--- src/rtl/edge_detector_bank.sv ---
// Multi-channel edge detector: synchroniser, debounce filter, mode-selected
// one-cycle pulses, sticky write-1-to-clear pending flags and a combined irq.
module edge_detector_bank #(
    parameter int N           = 4,
    parameter int SYNC_STAGES = 2,
    parameter int DB_CYCLES   = 4
) (
    input  logic             clk,
    input  logic             reset,
    input  logic [N-1:0]     inp,
    input  logic [2*N-1:0]   mode,
    input  logic [N-1:0]     clear,
    input  logic [N-1:0]     irq_en,
    output logic [N-1:0]     pulse,
    output logic [N-1:0]     level,
    output logic [N-1:0]     pending,
    output logic             irq
);

    localparam int CW = $clog2(DB_CYCLES + 1);
    localparam logic [CW-1:0] CNT_LAST = CW'(DB_CYCLES - 1);

    logic [SYNC_STAGES-1:0] sync_q [N];
    logic [CW-1:0]          cnt [N];
    logic [CW-1:0]          cnt_next [N];
    logic [N-1:0]           s;
    logic [N-1:0]           st;
    logic [N-1:0]           st_next;
    logic [N-1:0]           pulse_next;

    always_ff @(posedge clk or negedge reset) begin
        if (!reset) begin
            for (int i = 0; i < N; i++) begin
                sync_q[i] <= '0;
            end
        end else begin
            for (int i = 0; i < N; i++) begin
                sync_q[i] <= {sync_q[i][SYNC_STAGES-2:0], inp[i]};
            end
        end
    end

    always_comb begin
        for (int i = 0; i < N; i++) begin
            s[i] = sync_q[i][SYNC_STAGES-1];
        end
    end

    // A mismatch must persist DB_CYCLES consecutive cycles; any matching cycle restarts it.
    always_comb begin
        st_next    = st;
        pulse_next = '0;
        for (int i = 0; i < N; i++) begin
            cnt_next[i] = '0;
            if (s[i] != st[i]) begin
                if (cnt[i] == CNT_LAST) begin
                    st_next[i] = s[i];
                end else begin
                    cnt_next[i] = cnt[i] + CW'(1);
                end
            end
            pulse_next[i] = (~st[i] &  st_next[i] & mode[2*i])
                          | ( st[i] & ~st_next[i] & mode[2*i+1]);
        end
    end

    always_ff @(posedge clk or negedge reset) begin
        if (!reset) begin
            st      <= '0;
            pulse   <= '0;
            pending <= '0;
            for (int i = 0; i < N; i++) begin
                cnt[i] <= '0;
            end
        end else begin
            st      <= st_next;
            pulse   <= pulse_next;
            // A new event outranks a clear arriving on the same edge.
            pending <= (pending & ~clear) | pulse_next;
            for (int i = 0; i < N; i++) begin
                cnt[i] <= cnt_next[i];
            end
        end
    end

    assign level = st;
    assign irq   = |(pending & irq_en);

endmodule
--- config.mk ---
export PLATFORM = sky130hd
export DESIGN_NAME = edge_detector_bank
export DESIGN_NICKNAME = d
export VERILOG_FILES = /design/src/rtl/edge_detector_bank.sv
export SDC_FILE = /design/constraint.sdc
export NUM_CORES = 1
export LEC_CHECK = 0
export CAP_MARGIN = 20
export CORE_ASPECT_RATIO = 0.8
export CORE_UTILIZATION = 45
export DETAILED_ROUTE_END_ITERATION = 10
export GPL_TIMING_DRIVEN = 1
export PLACE_DENSITY_LB_ADDON = 0.15
export REMOVE_ABC_BUFFERS = 1
export SLEW_MARGIN = 20
export SYNTH_ARGS = -nofsm -noshare
export SYNTH_HDL_FRONTEND = slang
export SYNTH_SLANG_ARGS = --single-unit
--- constraint.sdc ---
create_clock -name clk -period 1.2 [get_ports clk]
set_input_delay 0.18 -clock clk [delete_from_list [all_inputs] [get_ports clk]]
set_output_delay 0.18 -clock clk [all_outputs]
set_load 0.05 [all_outputs]
==> Yosys cells after proc, flatten, opt, wreduce, memory -nomap -nowiden <==
Index checks and enable logic that the tools add are counted.
{ "totals": {"register_bits": 32, "inputBits": 22, "elab_cells": 72} }
{ "op_classes": {"bitwise": 32, "add_sub_neg": 4, "muxes": 16, "n_reduce_logical": 1, "n_eq_ne": 8} }
{ "op_table": {"columns": ["operator", "count"], "rows": [
  ["3-bit two-way mux", 8],
  ["1-bit bitwise AND", 16],
  ["3-bit by 1-bit adder with 3-bit output, second input constant", 4],
  ["3-bit by 2-bit equality test with 1-bit output, second input constant", 4],
  ["4-bit bitwise AND", 2],
  ["1-bit two-way mux", 8],
  ["1-bit NOT", 8],
  ["1-bit inequality test", 4],
  ["4-bit NOT", 1],
  ["1-bit OR", 4],
  ["4-bit OR", 1],
  ["4-bit OR reduction", 1]
]} }

==> Logic depth before layout (Yosys ltp) <==
Gate-level depths: netlist of run 1.
{ "logic_depth": {"word_depth": 8, "ltp_mapped": 3, "mapped_depth_nobuf": 3} }

==> Worst setup path after synthesis of run 1 <==
OpenSTA, ideal clock, no wires.
{ "synth_path": {"path_kind": "register to output", "from": "register pending[0]", "to": "output irq", "path_buffers": 0, "setup_slack_ps": -135, "stages_incl_launch_ff": 3, "arrival_time_ps": 1155, "cell_sequence": "dfrtp_1 a22oi_1 nand2_1"} }
{ "synth_between": {"elab_chain_cells": 2} }
{ "synth_rtl": {"columns": ["element", "line_no", "text"], "rows": [
  ["start: declaration", "16", "output logic [N-1:0] pending,"],
  ["start signal: assignment", "79", "pending <= (pending & ~clear) | pulse_next;"],
  ["4-bit bitwise AND", "87", "assign irq = |(pending & irq_en);"],
  ["4-bit OR reduction", "87", null],
  ["end: declaration", "17", "output logic irq"]
]} }
No other way between the ends.

==> Final worst setup path of run 1 <==
Same ends and word-level chain as after synthesis.

==> impl_metrics.tcl, run 1 <==
set metrics [dict create \
    power_leakage_nw 0.890 \
    area_growth_pct 60.4 \
    fin_cells 179 \
    max_freq_mhz 755 \
    die_width_um 60.3 \
    slew_violations 0 \
    grt_max_degree 33 \
    met2_usage_pct 26.9 \
    start_util_pct 49.0 \
    required_ns 1.02 \
    worstSetupEndpointType "output port" \
    synth_cell_types 14 \
    finalClockSkew_ns 0.00650 \
    cts_tree "done" \
    wl_per_cell_um 12.6 \
    crit_chain "a22oi_2, nand2_2, buf_12" \
    io-pin-count 35 \
    drt-initial-drc-count 10 \
    rsz0062_at_grt "true" \
    row_count 16 \
    synth-seq-cells 32 \
    ant_nets 0 \
    die_h_um 48.7 \
    clk_pin_slew_ns 0.09 \
    r2r-start "cnt[6]" \
    irDropWorstVdd_uv 1170 \
    min_period_ns 1.33 \
    fin_ws_ns -0.125 \
    netlist_area_mm2 0.00122 \
    drive_gt1_share_pct 35.7 \
    syn_avg_cell_area_um2 14.1 \
    crit_path_max_incr_delay_ns 0.40 \
    cp_slowest_cell "dfrtp_1" \
    grt.busiest_layer "met2" \
    p_comb_share_pct 41.9 \
    relSlewSlack_pct 77.6 \
    finalHoldViolCount 0 \
    fin_hold_ws_ns 0.214 \
    clkSinkCount 32 \
    grt_pass1_wl_um 3800 \
    intPower_mw 2.42 \
    yosysSeqAreaShare_pct 65.4 \
    dieArea_mm2 0.00294 \
    clkPwrFrac_pct 16.8 \
    fin_crit_sh_pct 110 \
    critPathLaunchType "flop" \
    grt_util_all_layers_pct 17.9 \
    place_inst 159 \
    cts-htree-levels 2 \
    p_switching_mw 1.23 \
    critPathMaxFanout 2 \
    via_count 845 \
    grt-ovfl-total 0 \
    antenna_found_initial 0 \
    cts_hold_buf 0 \
    synth_warnings 0 \
    numCtsBuffers 5 \
    switching_share_pct 33.7 \
    use_met3_pct 6.15 \
    crit_arrival_ns 1.15 \
    routed_wirelength_um 2260 \
    n_antenna_cell 0 \
    status "finished with violations" \
    rrSetupSlack_ns 0.03 \
    path_class "flop to output port" \
    fillCellCount 153 \
    fin_tns_setup_ns -0.226 \
    final_nets 168 \
    viasPerCell 4.72 \
    global_route.usage.met1_pct 22.8 \
    cap_violations 0 \
    ctsLongestPathBuffers 2 \
    hp-class "primary input to async pin" \
    dp_hpwl_um 1570 \
    gp_congestion 0.707 \
    finalSetupViolations 3 \
    violations "negative setup slack" \
    first_pass_iters 4 \
    drc 0 \
    grt_pass1_vias 866 \
    clk_latency_ns 0.32 \
    design_area_mm2 0.00196 \
    place_area_mm2 0.00177 \
    tightest_slew_ns 0.334 \
    p_seq_share_pct 41.3 \
    root_buffer "clkbuf_4" \
    coreArea_mm2 0.00250 \
    netlist_instances 87 \
    numPortBuffers 34 \
    cp-startpoint "pending[0]" \
    power.density_mw_per_mm2 1860 \
    post-place-ws_ns -0.0629 \
]
## placed cells by master (no fill, tap or decap), types with 3 or more instances in the layout
master / n
a22o_1: 4
nor2b_4: 4
and2_1: 4
nand2_1: 4
clkbuf_4: 5
inv_1: 4
xnor2_1: 4
nand3b_1: 4
nor3b_1: 6
nor3_1: 4
buf_6: 3
dfrtp_1: 30
o21ai_0: 4
clkdlybuf4s50_1: 21
buf_12: 14
mux2_2: 3
buf_4: 10
ha_2: 3
## cell usage after synthesis
library cell   n  share of area [%]
mux2_2         4                3.7
a22o_1         4                2.9
nor2b_4        4                4.5
nand2_1        5                1.5
a22oi_1        2                1.2
xnor2_1        4                2.9
ha_1           4                4.1
inv_1          4                1.2
o21ai_0        4                1.6
nor3_1         4                1.6
dfrtp_1       32                 65
and2_1         4                2.0
nand3b_1       4                2.5
nor3b_1        8                4.9
## critical path, delay by kind of cell, from the launching register on
kind | cells | cell delay [ns]
compound gates | 1 | 0.19
buf+inv | 1 | 0.15
flops | 1 | 0.40
simple gates | 1 | 0.08
## routing by layer
layer / wire length, µm / part of all wire (%)
met1: 963 / 43
met2: 1140 / 50
met3: 116 / 5.1
met4: 42 / 1.9
met5: 0 / 0
## state kept, by name, indices dropped and copies added, names as in the netlist
register and count:
s 4, cnt 12, pulse 4, pending 4
sync_q 4, level 4
## cell type report
type | instances | area (µm²) | area share [%]
timing repair buffer | 48 | 599 | 30.5
inverter | 4 | 15.0 | 0.764
multi-input combinational | 51 | 443 | 22.5
clock buffer | 8 | 58.8 | 2.99
tap | 36 | 45.0 | 2.29
sequential | 32 | 803 | 40.9
## worst paths after layout
check | to | cells after the start
setup / recovery | irq | 3
hold / removal | cnt[5] | 2
setup reg to reg | level[1] | 3
hold reg to reg | s[3] | 0
max in group asynchronous | level[3] | 2
min in group clk | sync_q[6] | 1
## metrics by stage
stage	utilization [%]	power (mW)
2_1_floorplan	-	2.21
3_3_place_gp	70.7	2.84
3_5_place_dp	70.7	2.89
4_1_cts	75.4	3.57
5_1_grt	78.5	3.87
6_report	78.5	3.66
## power by group through the flow
stage | clock (mW) | combinational [mW] | sequential [mW]
finish | 0.616 | 1.53 | 1.51
global route | 0.692 | 1.63 | 1.54
CTS | 0.640 | 1.44 | 1.49
detailed placement | 0 | 1.37 | 1.52
global placement | 0 | 1.33 | 1.51
floorplan | 0 | 0.450 | 1.76
## timing repair
item	4_1_cts	5_1_grt
setup endpoints to repair	4	14
setup buffers	7	5
gates resized for setup	2	12
pin swaps	2	2
## cells by family after synthesis
group,count (synthesis),synth area share (%)
multiplexers,4,3.68
buffers and inverters,4,1.23
XOR/XNOR,4,2.86
AO/OA/AOI/OAI,10,5.72
adder cells (fa/ha/maj),4,4.09
AND/OR/NAND/NOR,29,17.1
flip-flops,32,65.4
Power figures use the tool's default switching activity.
==> run 2, diff against run 1 <==
- CORE_ASPECT_RATIO: 0.8 -> not set
==> run 2 against run 1 <==
The run still ends with negative setup slack left. Sequential power barely moved. Die area barely moved. Register-to-register slack barely moved. Critical path depth did not move. Sequential cell count did not move. Utilization fell by 1.1 points. Wire length rose by 12%. Combinational power rose by 3%. Count of clock-buffer cells in the layout fell by 2. Critical endpoint unchanged. Highest routed layer unchanged.
==> impl_metrics.tcl, run 2 (synthesized netlist as in run 1, its figures left out) <==
set metrics [dict create \
    drt-initial-drc-count 4 \
    cts_hold_buf 0 \
    power_mw 3.72 \
    drc 0 \
    numPortBuffers 34 \
    grt_pass1_vias 880 \
    layout_common_cells "dfrtp_1 (29), clkdlybuf4s50_1 (21), buf_12 (14)" \
    status "finished with violations" \
    power.density_mw_per_mm2 1900 \
    tightest_slew_ns 0.353 \
    design_area_mm2 0.00195 \
    min_period_ns 1.34 \
    first_pass_iters 2 \
    cap_violations 0 \
    path_class "flop to output port" \
    use_met3_pct 9.32 \
    grt-ovfl-total 0 \
    met2_usage_pct 36.4 \
    clk_latency_ns 0.33 \
    start_util_pct 48.6 \
    antenna_found_initial 0 \
    finalHoldViolCount 0 \
    root_buffer "clkbuf_4" \
    coreArea_mm2 0.00252 \
    hp-class "primary input to async pin" \
    finalSetupViolations 3 \
    worstSetupEndpointType "output port" \
    rsz0062_at_grt "true" \
    row_count 18 \
    fillCellCount 154 \
    via_count 863 \
    grt.busiest_layer "met2" \
    crit_arrival_ns 1.16 \
    drive_gt1_share_pct 38.0 \
    cts_tree "done" \
    dp_hpwl_um 1780 \
    die_width_um 54.2 \
    ctsLongestPathBuffers 2 \
    fin_ws_ns -0.142 \
    routed_wirelength_um 2530 \
    finalClockSkew_ns 0.0123 \
    fin_crit_sh_pct 112 \
    irDropWorstVdd_uv 1420 \
    gp_congestion 0.754 \
    grt_max_degree 33 \
    grt_util_all_layers_pct 20.2 \
    critPathLaunchType "flop" \
    n_antenna_cell 0 \
    clkSinkCount 32 \
    clk_pin_slew_ns 0.10 \
    numCtsBuffers 5 \
    largest_reg_flops 12 \
    place_area_mm2 0.00177 \
    top_register "cnt" \
    ant_nets 0 \
    area_growth_pct 59.4 \
    wl_per_cell_um 14.7 \
    grt_pass1_wl_um 3810 \
    die_h_um 54.2 \
    slew_violations 0 \
    io-pin-count 35 \
    power_leakage_nw 0.891 \
    viasPerCell 5.02 \
    max_freq_mhz 745 \
    final_common_cell "dfrtp_1" \
    violations "negative setup slack" \
    dieArea_mm2 0.00293 \
    final_nets 167 \
    cts-htree-levels 2 \
    global_route.usage.met1_pct 18.7 \
    required_ns 1.02 \
    critPathMaxFanout 2 \
    post-route-util_pct 77.4 \
    relSlewSlack_pct 76.3 \
]
-- run 2: area by class of cell --
cell class	count	area (µm²)	share of cell area, %
well taps	30	37.5	1.92
clock inverters	2	10.0	0.512
flip-flops and latches	32	805	41.2
inverters	4	15.0	0.769
clock buffers	6	51.3	2.63
multi-input cells	51	447	22.9
repair buffers	47	588	30.1
-- run 2: critical path, cell delays in order, from the launching register on --
cell     delay, ns
dfrtp_1       0.41
a22oi_2       0.18
nand2_2       0.08
buf_12        0.15
-- run 2: what timing repair did --
item                       4_1_cts  5_1_grt
pin swaps                        0        2
setup endpoints to repair        6       16
hold endpoints to repair         0        0
setup buffers                    7        4
gates resized for setup          5        9
-- run 2: worst paths after layout --
kind | start | end | depth (start not counted) | slack (ns)
max | pending[2] | irq | 3 | -0.14
min | reset | cnt[2] | 2 | 0.21
max reg2reg | cnt[6] | pending[1] | 4 | 0.02
min reg2reg | sync_q[0] | s[3] | 0 | 0.36
max in group asynchronous | reset | level[3] | 2 | 0.82
min in group clk | inp[1] | sync_q[4] | 1 | 0.28
-- run 2: report_power, final --
| group | switching [mW] | total (mW) | internal [mW] |
|---|---|---|---|
| Sequential | 0.219 | 1.52 | 1.30 |
| Combinational | 0.725 | 1.57 | 0.844 |
| Clock | 0.353 | 0.631 | 0.278 |
| Total | 1.30 | 3.72 | 2.42 |
-- run 2: metrics by stage --
stage / std cells / hold slack [ns] / TNS (ns) / setup slack (ns)
2_1_floorplan: 87 / -0.116 / -0.135 / -0.135
5_1_grt: 172 / 0.190 / -0.456 / -0.213
4_1_cts: 168 / 0.201 / -0.249 / -0.169
3_3_place_gp: 154 / 0.333 / -0.0518 / -0.0518
3_5_place_dp: 154 / 0.337 / -0.0640 / -0.0611
6_report: 172 / 0.206 / -0.172 / -0.142
-- run 2: layer usage --
layer	vias up	wire, µm	part of all wire [%]
met5	-	0	0
met2	26	1470	58
met4	0	47	1.9
met1	422	872	34
li1	410	-	-
met3	5	144	5.7
==> run 3, diff against run 2 <==
- SETUP_SLACK_MARGIN: not set -> 0.05
==> run 3 against run 2 <==
Die area is the same. Hold slack better by 0.0055 ns. Sequential share of layout area fell by 1.7 points. Wire length increased by 0.91%. First-iteration DRC count increased by 25%. Register-to-register slack hardly changed. Power grew 5.0%. Cell area is 4.4% higher. Global-route usage is 1.4 points higher. Fmax grew 0.41%. The flow still finishes with violations (negative setup slack). Non-clock buffer count grew 6.
==> impl_metrics.tcl, run 3 (synthesized netlist as in run 1, its figures left out) <==
set metrics [dict create \
    rr_worst_depth 3 \
    grt-ovfl-total 0 \
    place_inst 154 \
    area_growth_pct 66.4 \
    power_mw 3.90 \
    rsz0062_at_grt "true" \
    n_antenna_cell 0 \
    grt_util_all_layers_pct 21.6 \
    die_h_um 54.2 \
    gp_congestion 0.754 \
    final_nets 173 \
    tightest_slew_ns 0.349 \
    via_count 887 \
    finalSetupViolations 3 \
    drc 0 \
    finalHoldViolCount 0 \
    relSlewSlack_pct 76.6 \
    dieArea_mm2 0.00293 \
    viasPerCell 4.98 \
    crit_chain "a22oi_2, nand2_2, buf_12" \
    cpLargestDelayFamily "flip-flops" \
    cap_violations 0 \
    cts_tree "done" \
    crit_path_max_incr_delay_ns 0.41 \
    irDropWorstVdd_uv 1580 \
    crit_buf_inv 1 \
    path_class "flop to output port" \
    cts-htree-levels 2 \
    clkSinkCount 32 \
    crit_cells 3 \
    place_area_mm2 0.00177 \
    antenna_found_initial 0 \
    die_width_um 54.2 \
    top_register "cnt" \
    hp-class "primary input to async pin" \
    wl_per_cell_um 14.4 \
    fin_tns_setup_ns -0.163 \
    grt_pass1_vias 931 \
    design_area_mm2 0.00204 \
    largest_reg_flops 12 \
    grt_max_degree 33 \
    drt-initial-drc-count 5 \
    grt_pass1_wl_um 4090 \
    critPathMaxFanout 2 \
    power_leakage_nw 0.937 \
    row_count 18 \
    clk_latency_ns 0.33 \
    numCtsBuffers 5 \
    fin_crit_sh_pct 111 \
    required_ns 1.02 \
    final_common_cell "dfrtp_1" \
    post-place-ws_ns -0.0611 \
    root_buffer "clkbuf_4" \
    cp_slowest_cell "dfrtp_1" \
    finalClockSkew_ns 0.00952 \
    dp_hpwl_um 1780 \
    fin_hold_ws_ns 0.211 \
    critPathLaunchType "flop" \
    post-route-util_pct 80.8 \
    drive_gt1_share_pct 43.2 \
    min_period_ns 1.34 \
    first_pass_iters 3 \
    io-pin-count 35 \
    cts_hold_buf 0 \
    routed_wirelength_um 2560 \
    layout_common_cells "dfrtp_1 (28), clkdlybuf4s50_1 (21), buf_12 (14)" \
    power.density_mw_per_mm2 1920 \
    status "finished with violations" \
    global_route.usage.met1_pct 20.7 \
    met2_usage_pct 38.8 \
    start_util_pct 48.6 \
    r2r-start "cnt[9]" \
    grt.busiest_layer "met2" \
    max_freq_mhz 748 \
    fin_cells 178 \
    violations "negative setup slack" \
    clk_pin_slew_ns 0.10 \
    crit_arrival_ns 1.16 \
    slew_violations 0 \
    worstSetupEndpointType "output port" \
    fin_ws_ns -0.136 \
    ctsLongestPathBuffers 2 \
    numPortBuffers 34 \
    ant_nets 0 \
    use_met3_pct 9.32 \
    coreArea_mm2 0.00252 \
    cp-startpoint "pending[2]" \
]
-- run 3: cell types whose count changed in the layout (fill, tap and decap cells not counted), moves of 2 or more --
cell	previous run	this run
buf_6	2	5
buf_4	10	13
mux2_4	0	4
ha_1	2	0
ha_2	2	4
mux2_2	4	0
-- run 3: where the power goes --
part	switching [mW]	leakage [nW]	internal, mW	total (mW)
clock network	0.346	0.0380	0.278	0.624
registers	0.202	0.407	1.30	1.50
logic	0.779	0.491	0.997	1.78
-- run 3: metal layers --
metal,wire (µm),vias up
li1,-,425
met1,959,431
met2,1400,26
met3,144,5
met4,48,0
met5,0,-
-- run 3: worst paths after layout --
check                            endpoint  slack [ns]
worst min-delay path               cnt[8]        0.21
worst max-delay path                  irq       -0.14
worst min register to register       s[3]        0.36
worst max register to register   level[0]        0.02
max in group asynchronous        level[2]        0.81
min in group clk                sync_q[4]        0.28
-- run 3: cell type report --
class                           count  area (µm²)
Sequential cell                    32         806
Timing Repair Buffer               53         644
Fill cell                         144         484
Multi-Input combinational cell     51         474
Clock buffer                        6        51.3
Tap cell                           30        37.5
Inverter                            4        15.0
Clock inverter                      2        10.0
-- run 3: timing repair --
item	in CTS	in global routing
pin swaps	3	3
buffers inserted	13	4
gates resized for setup	15	10
endpoints found under the setup margin	11	22
